$ cat src/rtl/stream_rr_mux.sv
// N-channel valid/ready stream mux with round-robin arbitration and a registered output.
// Define STREAM_RR_MUX_SKID_EN for a two-entry (main + skid) buffer with full throughput.
module stream_rr_mux #(
  parameter int DATA_WIDTH = 32,
  parameter int NUM_CH     = 4,
  parameter int IDX_W      = $clog2(NUM_CH)
) (
  input  logic                         clk_i,
  input  logic                         rst_ni,
  input  logic [NUM_CH*DATA_WIDTH-1:0] in_data_i,
  input  logic [NUM_CH-1:0]            in_valid_i,
  output logic [NUM_CH-1:0]            in_ready_o,
  output logic [DATA_WIDTH-1:0]        out_data_o,
  output logic [IDX_W-1:0]             out_idx_o,
  output logic                         out_valid_o,
  input  logic                         out_ready_i
);

  localparam logic [IDX_W:0] LP_N = (IDX_W+1)'(NUM_CH);

  logic [IDX_W-1:0]      r_ptr;
  logic                  r_main_vld;
  logic [DATA_WIDTH-1:0] r_main_data;
  logic [IDX_W-1:0]      r_main_idx;

  logic [2*NUM_CH-1:0]   w_rot;
  logic                  w_found;
  logic [IDX_W-1:0]      w_off;
  logic [IDX_W:0]        w_sum;
  logic [IDX_W-1:0]      w_gnt_idx;
  logic [IDX_W:0]        w_inc;
  logic [IDX_W-1:0]      w_nxt_ptr;
  logic [NUM_CH-1:0]     w_gnt_oh;
  logic [DATA_WIDTH-1:0] w_gnt_data;
  logic                  w_can_acc;
  logic                  w_acc;
  logic                  w_drain;

  // Rotate valids so that bit 0 is the channel at ptr; first set bit wins.
  always_comb begin
    w_rot   = {in_valid_i, in_valid_i} >> r_ptr;
    w_found = 1'b0;
    w_off   = '0;
    for (int i = 0; i < NUM_CH; i++) begin
      if (!w_found && w_rot[i]) begin
        w_found = 1'b1;
        w_off   = IDX_W'(i);
      end
    end
    w_sum     = {1'b0, r_ptr} + {1'b0, w_off};
    w_gnt_idx = (w_sum >= LP_N) ? IDX_W'(w_sum - LP_N)
                                : w_sum[IDX_W-1:0];
    w_inc     = {1'b0, w_gnt_idx} + (IDX_W+1)'(1);
    w_nxt_ptr = (w_inc == LP_N) ? '0 : w_inc[IDX_W-1:0];
    w_gnt_oh   = '0;
    w_gnt_data = '0;
    for (int k = 0; k < NUM_CH; k++) begin
      if (w_gnt_idx == IDX_W'(k)) begin
        w_gnt_oh[k] = w_found;
        w_gnt_data  = in_data_i[k*DATA_WIDTH +: DATA_WIDTH];
      end
    end
  end

  assign w_drain     = r_main_vld & out_ready_i;
  assign w_acc       = w_found & w_can_acc;
  assign in_ready_o  = w_gnt_oh & {NUM_CH{w_can_acc & rst_ni}};
  assign out_valid_o = r_main_vld;
  assign out_data_o  = r_main_data;
  assign out_idx_o   = r_main_idx;

  always_ff @(posedge clk_i or negedge rst_ni) begin
    if (!rst_ni) begin
      r_ptr <= '0;
    end else if (w_acc) begin
      r_ptr <= w_nxt_ptr;
    end
  end

`ifdef STREAM_RR_MUX_SKID_EN
  logic                  r_skid_vld;
  logic [DATA_WIDTH-1:0] r_skid_data;
  logic [IDX_W-1:0]      r_skid_idx;

  // Readiness looks only at the skid slot, never at out_ready_i.
  assign w_can_acc = ~r_skid_vld;

  always_ff @(posedge clk_i or negedge rst_ni) begin
    if (!rst_ni) begin
      r_main_vld  <= 1'b0;
      r_main_data <= '0;
      r_main_idx  <= '0;
      r_skid_vld  <= 1'b0;
      r_skid_data <= '0;
      r_skid_idx  <= '0;
    end else if (w_drain) begin
      if (r_skid_vld) begin
        r_main_data <= r_skid_data;
        r_main_idx  <= r_skid_idx;
        r_skid_vld  <= 1'b0;
      end else if (w_acc) begin
        r_main_data <= w_gnt_data;
        r_main_idx  <= w_gnt_idx;
      end else begin
        r_main_vld  <= 1'b0;
      end
    end else if (w_acc) begin
      if (!r_main_vld) begin
        r_main_vld  <= 1'b1;
        r_main_data <= w_gnt_data;
        r_main_idx  <= w_gnt_idx;
      end else begin
        r_skid_vld  <= 1'b1;
        r_skid_data <= w_gnt_data;
        r_skid_idx  <= w_gnt_idx;
      end
    end
  end
`else
  assign w_can_acc = ~r_main_vld;

  always_ff @(posedge clk_i or negedge rst_ni) begin
    if (!rst_ni) begin
      r_main_vld  <= 1'b0;
      r_main_data <= '0;
      r_main_idx  <= '0;
    end else if (w_acc) begin
      r_main_vld  <= 1'b1;
      r_main_data <= w_gnt_data;
      r_main_idx  <= w_gnt_idx;
    end else if (w_drain) begin
      r_main_vld  <= 1'b0;
    end
  end
`endif

endmodule

$ cat config.mk
export PLATFORM = sky130hd
export DESIGN_NAME = stream_rr_mux
export DESIGN_NICKNAME = d
export VERILOG_FILES = /design/src/rtl/stream_rr_mux.sv
export SDC_FILE = /design/constraint.sdc
export NUM_CORES = 1
export LEC_CHECK = 0
export BUFFER_PORTS_ARGS = -buffer_cell sky130_fd_sc_hd__buf_2
export CAP_MARGIN = 20
export CORE_MARGIN = 2
export CORE_UTILIZATION = 47
export CTS_CLUSTER_DIAMETER = 200
export DETAILED_ROUTE_END_ITERATION = 6
export PLACE_DENSITY_LB_ADDON = 0.12
export RECOVER_POWER = 25
export REMOVE_ABC_BUFFERS = 1
export SLEW_MARGIN = 0
export SYNTH_ARGS = -nofsm -noshare
export SYNTH_HDL_FRONTEND = slang
export SYNTH_SLANG_ARGS = --single-unit
$ cat constraint.sdc
create_clock -name clk_i -period 9.1 [get_ports clk_i]
set_clock_uncertainty 0.2 [all_clocks]
set_input_delay 0.91 -clock clk_i [delete_from_list [all_inputs] [get_ports clk_i]]
set_output_delay 0.91 -clock clk_i [all_outputs]
set_load 0.02 [all_outputs]
==> out/results.ini, run 1 <==
[sta]
fmax_mhz=219.1
hold_violations=0
tightest_slew_ns=2.178
relSlewSlack_pct=-45.22
slew_violations=42
period_needed_ns=4.565
final.setup.tns_ns=0
rsz0062_at_grt=false
post-route-period-util_pct=50.16
setup_viol=0

[synthesis]
avgSynthCellArea_sq_um=8.923
synth_commonest_cells=65 x nor2b_1, 37 x dfrtp_1, 36 x nand2_1
ys_seq_area_share_pct=33.26
synth-seq-cells=37
synth_most_common_cell=nor2b_1
synth.distinct_cells=36
synth_edf_count=0
ys_warn_count=0
synthFlopType=dfrtp_1
synthArstFlopShare_pct=100.0
yosysTopAreaCellShare_pct=33.26
synth_area_sq_um=2784
yosys-top-cells-area=dfrtp_1 33%, nor2b_1 15%, a221oi_1 10%
yosys.area.top_type=dfrtp_1
syn_inst=312

[global_routing]
grt.overflow.total=0
first_global_vias=2820
grt_max_degree=75
grt_antenna_before_repair=0
grt_pass1_wl_microns=12160
grt_usage_pct=23.56

[setup_path]
start_kind=input pin
crit_buf_inv=3
cp_top_family=adder cells
critPathKind=in2out
cp_max_fo=65
cp_slowest_cell=ha_2
crit_path_frequent_cell=buf_2
startpoint=in_valid_i[1]
arrival_ns=3.45
path_cells=buf_2 > inv_1 > nor3_1 > a31oi_1 > o211ai_1 > ha_1 > xor2_1 > nand3_1 > nand2_1 > ha_2 > and3_1 > buf_2
endpoint_kind=output pin
crit_path_max_incr_delay_ns=0.82
critPathRequiredTime_ns=7.99
r2r_start=r_ptr[0]

[clock_tree]
cts_max_path_buffers=2
cts_made_buffers=5
cts_tree=built
cts-root-buf=clkbuf_8
htree_levels=2
post_cts_buffers=0
cts_hold_buf=0
cts_resized=0
path_clk_slew_ns=0.07
cts_sinks=37
insertion_delay_ns=0.28

[route]
drt_iter0_markers=129
post_drt_wl_per_cell_microns=14.00
routed-via-count=2968
drc=0
firstDrtPassIters=4
ant_nets=0
finalWirelength_microns=7474
vias_per_cell=5.558

[min_path]
min_from=out_data_o[24]
hold_class=reg2reg

[pwr]
p_sw_share_pct=49.96
p_clk_share_pct=7.9
intPower_mw=0.7499
pwr-share-comb_pct=72.2
p_leak_nw=1.646
power_frac_seq_pct=19.9
power_mw=1.499
switchingPower_mw=0.7487
pwr_density_cell_nw_per_um2=409.6
ir_drop_uv=251.2

[place]
globalplace.congestion=0.7432
hpwlAfterDp_microns=5342
port_buffers=173

[floorplan]
row_count=28
dieArea_sq_um=6555
die_height_microns=80.96
num_io_pins=174
core_area_sq_um=5816
initial_core_util_pct=47.87
die_width_microns=80.96

[run_status]
status=complete, but fails checks
violations=capacitance limit, slew limit

[job]
cap_violations=1

[cells_and_area]
final_layout_size_suffix_gt1_share_pct=41.61
area_growth_pct=31.42
diodes=0
nets=599

worst register-to-register path, cell delays in order (launching register included):
cell and delay, ns:
dfrtp_1 0.50, nor3_1 0.24, a31oi_1 0.06, o211ai_1 0.19, ha_1 0.19, xor2_1 0.18, nand3_1 0.13, nand2_1 0.12
ha_2 0.82, a221oi_1 0.15, o311ai_1 0.36, o21a_1 0.17
state kept, by name, indices dropped and copies added (netlist names):
| register | cells |
|---|---|
| r_ptr | 2 |
| out_valid_o | 1 |
| out_idx_o | 2 |
| out_data_o | 32 |
through the flow:
stage	hold WS (ns)	cell area [sq um]	utilization, %	worst slack [ns]	instances
final	0.2860	3659	62.91	4.535	534
after CTS	0.2921	3675	63.19	4.505	534
after floorplan	0.4088	2582	-	4.478	275
after global routing	0.3041	3659	62.91	4.186	534
after detailed placement	0.2743	3585	61.64	4.507	527
after global placement	0.2670	3585	61.64	4.589	527
cells by family (layout without fill, tap and decap cells):
logic type	Yosys count	count (layout)	share of synthesized area, %
multiplexers	4	4	1.573
adder cells (fa/ha/maj)	5	5	2.247
buffers and inverters	39	186	7.505
flip-flops	37	37	33.26
AO/OA/AOI/OAI	106	106	31.10
AND/OR/NAND/NOR	120	120	24.00
XOR/XNOR	1	1	0.3147
placed cells by master, fill, tap and decap left out:
master,instances
nand2b_1,1
or2_2,1
a221oi_1,32
buf_4,4
a21o_1,1
xor2_1,1
o21ai_0,1
nand2_1,36
nor3b_1,3
buf_2,172
clkbuf_8,6
o311ai_0,5
clkbuf_1,1
and2_1,1
nor3_1,2
ha_2,3
nor2b_1,65
o21a_1,33
dfrtp_1,37
a32oi_1,1
mux2_2,3
clkinvlp_4,1
nand3_1,1
a31oi_1,2
ha_1,2
mux2i_1,1
o311ai_1,27
and3_1,4
a21oi_1,2
nor4_1,2
inv_1,2
nor2_1,3
o211ai_1,1
o22ai_1,1
nor2_4,1
per-layer routing:
metal  up-vias  share of wire (%)  GRT usage [%]
li1       1457                  -              -
met1      1412                 40          25.28
met2        89                 52          44.55
met3        10                6.4          6.444
met4         0                1.5          7.288
met5         -                  0              0
area by class of cell:
class,count,area [sq um]
Inverter,2,7.507
Sequential cell,37,925.9
Clock inverter,1,7.507
Multi-Input combinational cell,236,1647
Timing Repair Buffer,177,894.6
Fill cell,573,2157
Tap cell,75,93.84
Clock buffer,6,82.58
power by group through the flow:
stage / clock network (mW) / registers, mW / logic [mW]
after floorplan: 0 / 0.398 / 0.708
after global placement: 0 / 0.299 / 1.07
after detailed placement: 0 / 0.301 / 1.09
after CTS: 0.123 / 0.299 / 1.09
after global routing: 0.131 / 0.311 / 1.22
final: 0.118 / 0.298 / 1.08
final timing paths:
| path | to | slack (ns) | depth (start not counted) |
|---|---|---|---|
| worst max-delay path | in_ready_o[2] | 4.54 | 12 |
| worst min-delay path | out_data_o[24] | 0.29 | 1 |
| worst max register to register | out_data_o[13] | 5.75 | 11 |
| worst min register to register | out_data_o[24] | 0.29 | 1 |
| max in group asynchronous | out_idx_o[0] | 6.40 | 1 |
| min in group asynchronous | out_data_o[21] | 1.05 | 1 |
Power figures use the tool's default switching activity.
==> run 2, diff against run 1 <==
--- a/config.mk
+++ b/config.mk
@@ -5,10 +5,11 @@
 export SDC_FILE = /design/constraint.sdc
 export NUM_CORES = 1
 export LEC_CHECK = 0
+export ABC_AREA = 1
 export BUFFER_PORTS_ARGS = -buffer_cell sky130_fd_sc_hd__buf_2
 export CAP_MARGIN = 20
 export CORE_MARGIN = 2
-export CORE_UTILIZATION = 47
+export CORE_UTILIZATION = 40
 export CTS_CLUSTER_DIAMETER = 200
 export DETAILED_ROUTE_END_ITERATION = 6
 export PLACE_DENSITY_LB_ADDON = 0.12
==> constraint.sdc (replaced) <==
create_clock -name clk_i -period 4 [get_ports clk_i]
set_clock_uncertainty 0.2 [all_clocks]
set_input_delay 0.4 -clock clk_i [delete_from_list [all_inputs] [get_ports clk_i]]
set_output_delay 0.4 -clock clk_i [all_outputs]
set_load 0.02 [all_outputs]
==> run 2 against run 1 <==
Highest routed layer unchanged. Register-to-register slack got worse by 5.0 ns. Area after synthesis increased by 2.2%. Worst hold slack got worse by 0.18 ns. First-iteration DRC count decreased by 13%. Final cell count increased by 21%. The flow now finishes without violations. Largest cell class unchanged. Worst setup slack got worse by 3.9 ns. Critical path depth increased by 3. Via count increased by 4.9%. Final area increased by 5.6%.
==> out/results.ini, run 2 <==
[route]
routed-via-count=3114  ; was 2,968
ant_nets=0  ; unchanged
drc=0  ; unchanged
post_drt_wl_per_cell_microns=12.76  ; was 14.00 microns
firstDrtPassIters=4  ; unchanged
drt_iter0_markers=112  ; was 129
finalWirelength_microns=8240  ; was 7474 microns
vias_per_cell=4.820  ; was 5.558

[min_path]
min_path_cells=2  ; was 1
min_from=out_ready_i  ; was out_data_o[24]
hold_class=in2reg  ; was reg2reg
hold_end=out_valid_o  ; was out_data_o[24]

[sta]
final.setup.tns_ns=0  ; unchanged
hold_violations=0  ; unchanged
fmax_mhz=294.5
relSlewSlack_pct=64.38  ; was -45.22%
setup_viol=0  ; unchanged
post-route-period-util_pct=84.90
fin_ws_ns=0.6040  ; was 4.535 ns
rsz0062_at_grt=false  ; unchanged
tightest_slew_ns=0.5342  ; was 2.178 ns
slew_violations=0  ; was 42
period_needed_ns=3.396

[clock_tree]
path_clk_slew_ns=0.07  ; about the same
htree_levels=2  ; unchanged
insertion_delay_ns=0.28  ; about the same
cts_max_path_buffers=2  ; unchanged
cts_tree=built  ; unchanged
cts-root-buf=clkbuf_8  ; unchanged
cts_made_buffers=5  ; unchanged
cts_sinks=37  ; unchanged

[synthesis]
synth_commonest_cells=89 x nand2_1, 38 x inv_1, 37 x dfrtp_1  ; was 65 x nor2b_1, 37 x dfrtp_1, 36 x nand2_1
yosysTopAreaCellShare_pct=32.56  ; was 33.26%
synth-seq-cells=37  ; unchanged
yosys.area.top_type=dfrtp_1  ; unchanged
ys_warn_count=0  ; unchanged
avgSynthCellArea_sq_um=7.349  ; was 8.923 sq um
synth_edf_count=0  ; unchanged
synthFlopType=dfrtp_1  ; unchanged
synthArstFlopShare_pct=100.0  ; unchanged
syn_inst=387  ; was 312
synth.distinct_cells=24  ; was 36
synth_area_sq_um=2844  ; was 2784 sq um
synth_most_common_cell=nand2_1  ; was nor2b_1
ys_seq_area_share_pct=32.56  ; was 33.26%
yosys-top-cells-area=dfrtp_1 33%, nand2_1 12%, o21ai_2 10%  ; was dfrtp_1 33%, nor2b_1 15%, a221oi_1 10%

[global_routing]
grt_pass1_wl_microns=12680  ; was 12,160 microns
grt_max_degree=71  ; was 75
grtUsageMet3_pct=5.317  ; was 6.444%
grt_busiest_layer=met2  ; unchanged
first_global_vias=2815  ; was 2,820
gr-usage-met2_pct=36.16  ; was 44.55%
grt_antenna_before_repair=0  ; unchanged
grt_usage_pct=20.35  ; was 23.56%
met1_usage_pct=24.87  ; was 25.28%
grt.overflow.total=0  ; unchanged

[setup_path]
endpoint_kind=output pin  ; unchanged
r2r-end=out_data_o[31]  ; was out_data_o[13]
reg2reg_depth=18  ; was 11
r2r_start=r_ptr[0]  ; unchanged
crit_buf_inv=4  ; was 3
path_cells=inv_2 > nand2_1 > nand3_1 > nand2_1 > nand3_1 > a21boi_0 > ha_1 > xor2_1 > inv_1 > nand3_1 > nand2_1 > ha_1 > inv_1 > nor3_1 > buf_2  ; was buf_2 > inv_1 > nor3_1 > a31oi_1 > o211ai_1 > ha_1 > xor2_1 > nand3_1 > nand2_1 > ha_2 > and3_1 > buf_2
cp_top_family=buffers and inverters  ; was adder cells
r2r_slack_ns=0.80  ; was 5.75 ns
crit_path_max_incr_delay_ns=0.46  ; was 0.82 ns
start_kind=register  ; was input pin
cp_max_fo=14  ; was 65
critPathKind=reg2out  ; was in2out
arrival_ns=2.80  ; was 3.45 ns
critPathRequiredTime_ns=3.40  ; was 7.99 ns
cp_slowest_cell=dfrtp_1  ; was ha_2

[floorplan]
initial_core_util_pct=41.63  ; was 47.87%
dieArea_sq_um=7800  ; was 6555 sq um
num_io_pins=174  ; unchanged
core_area_sq_um=6832  ; was 5816 sq um
row_count=30  ; was 28
die_height_microns=88.32  ; was 80.96 microns
die_width_microns=88.32  ; was 80.96 microns

[job]
cap_violations=0  ; was 1

[cells_and_area]
largest_reg_flops=32  ; unchanged
final_layout_size_suffix_gt1_share_pct=42.00  ; was 41.61%
diodes=0  ; unchanged
area_growth_pct=35.81  ; was 31.42%
nets=689  ; was 599
final_common_cell=buf_2  ; unchanged
fillers=722  ; was 573
layout_common_cells=173 x buf_2, 89 x nand2_1, 38 x inv_1, 37 x dfrtp_1, 36 x nor2_1  ; was 172 x buf_2, 65 x nor2b_1, 37 x dfrtp_1, 36 x nand2_1, 33 x o21a_1

[place]
globalplace.congestion=0.7899  ; was 0.7432
pre_cts_ws_ns=0.8094  ; was 4.507 ns
hpwlAfterDp_microns=6208  ; was 5342 microns
port_buffers=173  ; unchanged

[run_status]
status=finished, final reports clean  ; was complete, but fails checks

run 2: worst max-delay path by stage:
stage / start / endpoint / slack (ns) / depth (start not counted)
floorplan: r_ptr[0] / in_ready_o[3] / 0.13 / 13
global placement: in_valid_i[1] / out_data_o[4] / 0.89 / 18
detailed placement: r_ptr[0] / out_data_o[22] / 0.81 / 18
CTS: r_ptr[0] / in_ready_o[3] / 0.59 / 15
global route: r_ptr[0] / in_ready_o[3] / 0.31 / 15
finish: r_ptr[0] / in_ready_o[3] / 0.60 / 15
run 2: what timing repair did:
action	4_1_cts	5_1_grt
hold endpoints to repair	37	0
hold buffers	1	0
setup buffers	0	0
resized for setup	0	0
run 2: worst register-to-register path, stage by stage, from the launching register on:
cell      delay (ns)
dfrtp_1         0.46
inv_2           0.09
nand2_1         0.09
nand3_1         0.06
nand2_1         0.11
nand3_1         0.07
a21boi_0        0.17
ha_1            0.19
xor2_1          0.18
inv_1           0.06
nand3_1         0.07
nand2_1         0.12
inv_1           0.11
ha_1            0.37
buf_4           0.28
a21oi_1         0.09
a22oi_1         0.21
o21bai_1        0.10
o21ai_2         0.11
run 2: cells by family (layout without fill, tap and decap cells):
group,after synthesis,in the layout,share of synthesized area (%)
buffers and inverters,70,233,11.31
AND/OR/NAND/NOR,141,141,20.15
adder cells (fa/ha/maj),5,5,2.200
flip-flops,37,37,32.56
XOR/XNOR,1,1,0.3080
AO/OA/AOI/OAI,133,133,33.48
run 2: metal layers:
layer | share of wire [%] | routed length [microns] | vias up
li1 | - | - | 1614
met5 | 0 | 0 | -
met4 | 0.96 | 79 | 0
met1 | 42 | 3459 | 1378
met3 | 7.7 | 638 | 6
met2 | 49 | 4062 | 116
run 2: cell type report:
class	instances	area (sq um)	area share, %
Inverter	42	157.7	4.082
Sequential cell	37	925.9	23.97
Multi-Input combinational cell	280	1599	41.40
Timing Repair Buffer	183	943.4	24.43
Tap cell	96	120.1	3.110
Clock buffer	7	86.33	2.235
Clock inverter	1	30.03	0.7775
run 2: stage by stage:
step	utilization, %	instances	hold slack, ns	instance area, sq um
floorplan	-	359	-0.09559	2680
global placement	54.69	637	0.2592	3736
detailed placement	54.69	637	0.2625	3736
CTS	56.54	646	0.1054	3862
global route	56.54	646	0.1213	3862
finish	56.54	646	0.1082	3862
Power of run 2 is left out: the tool's default activity adds up to more than one toggle a clock period on the data nets, which glitch-free logic cannot reach.
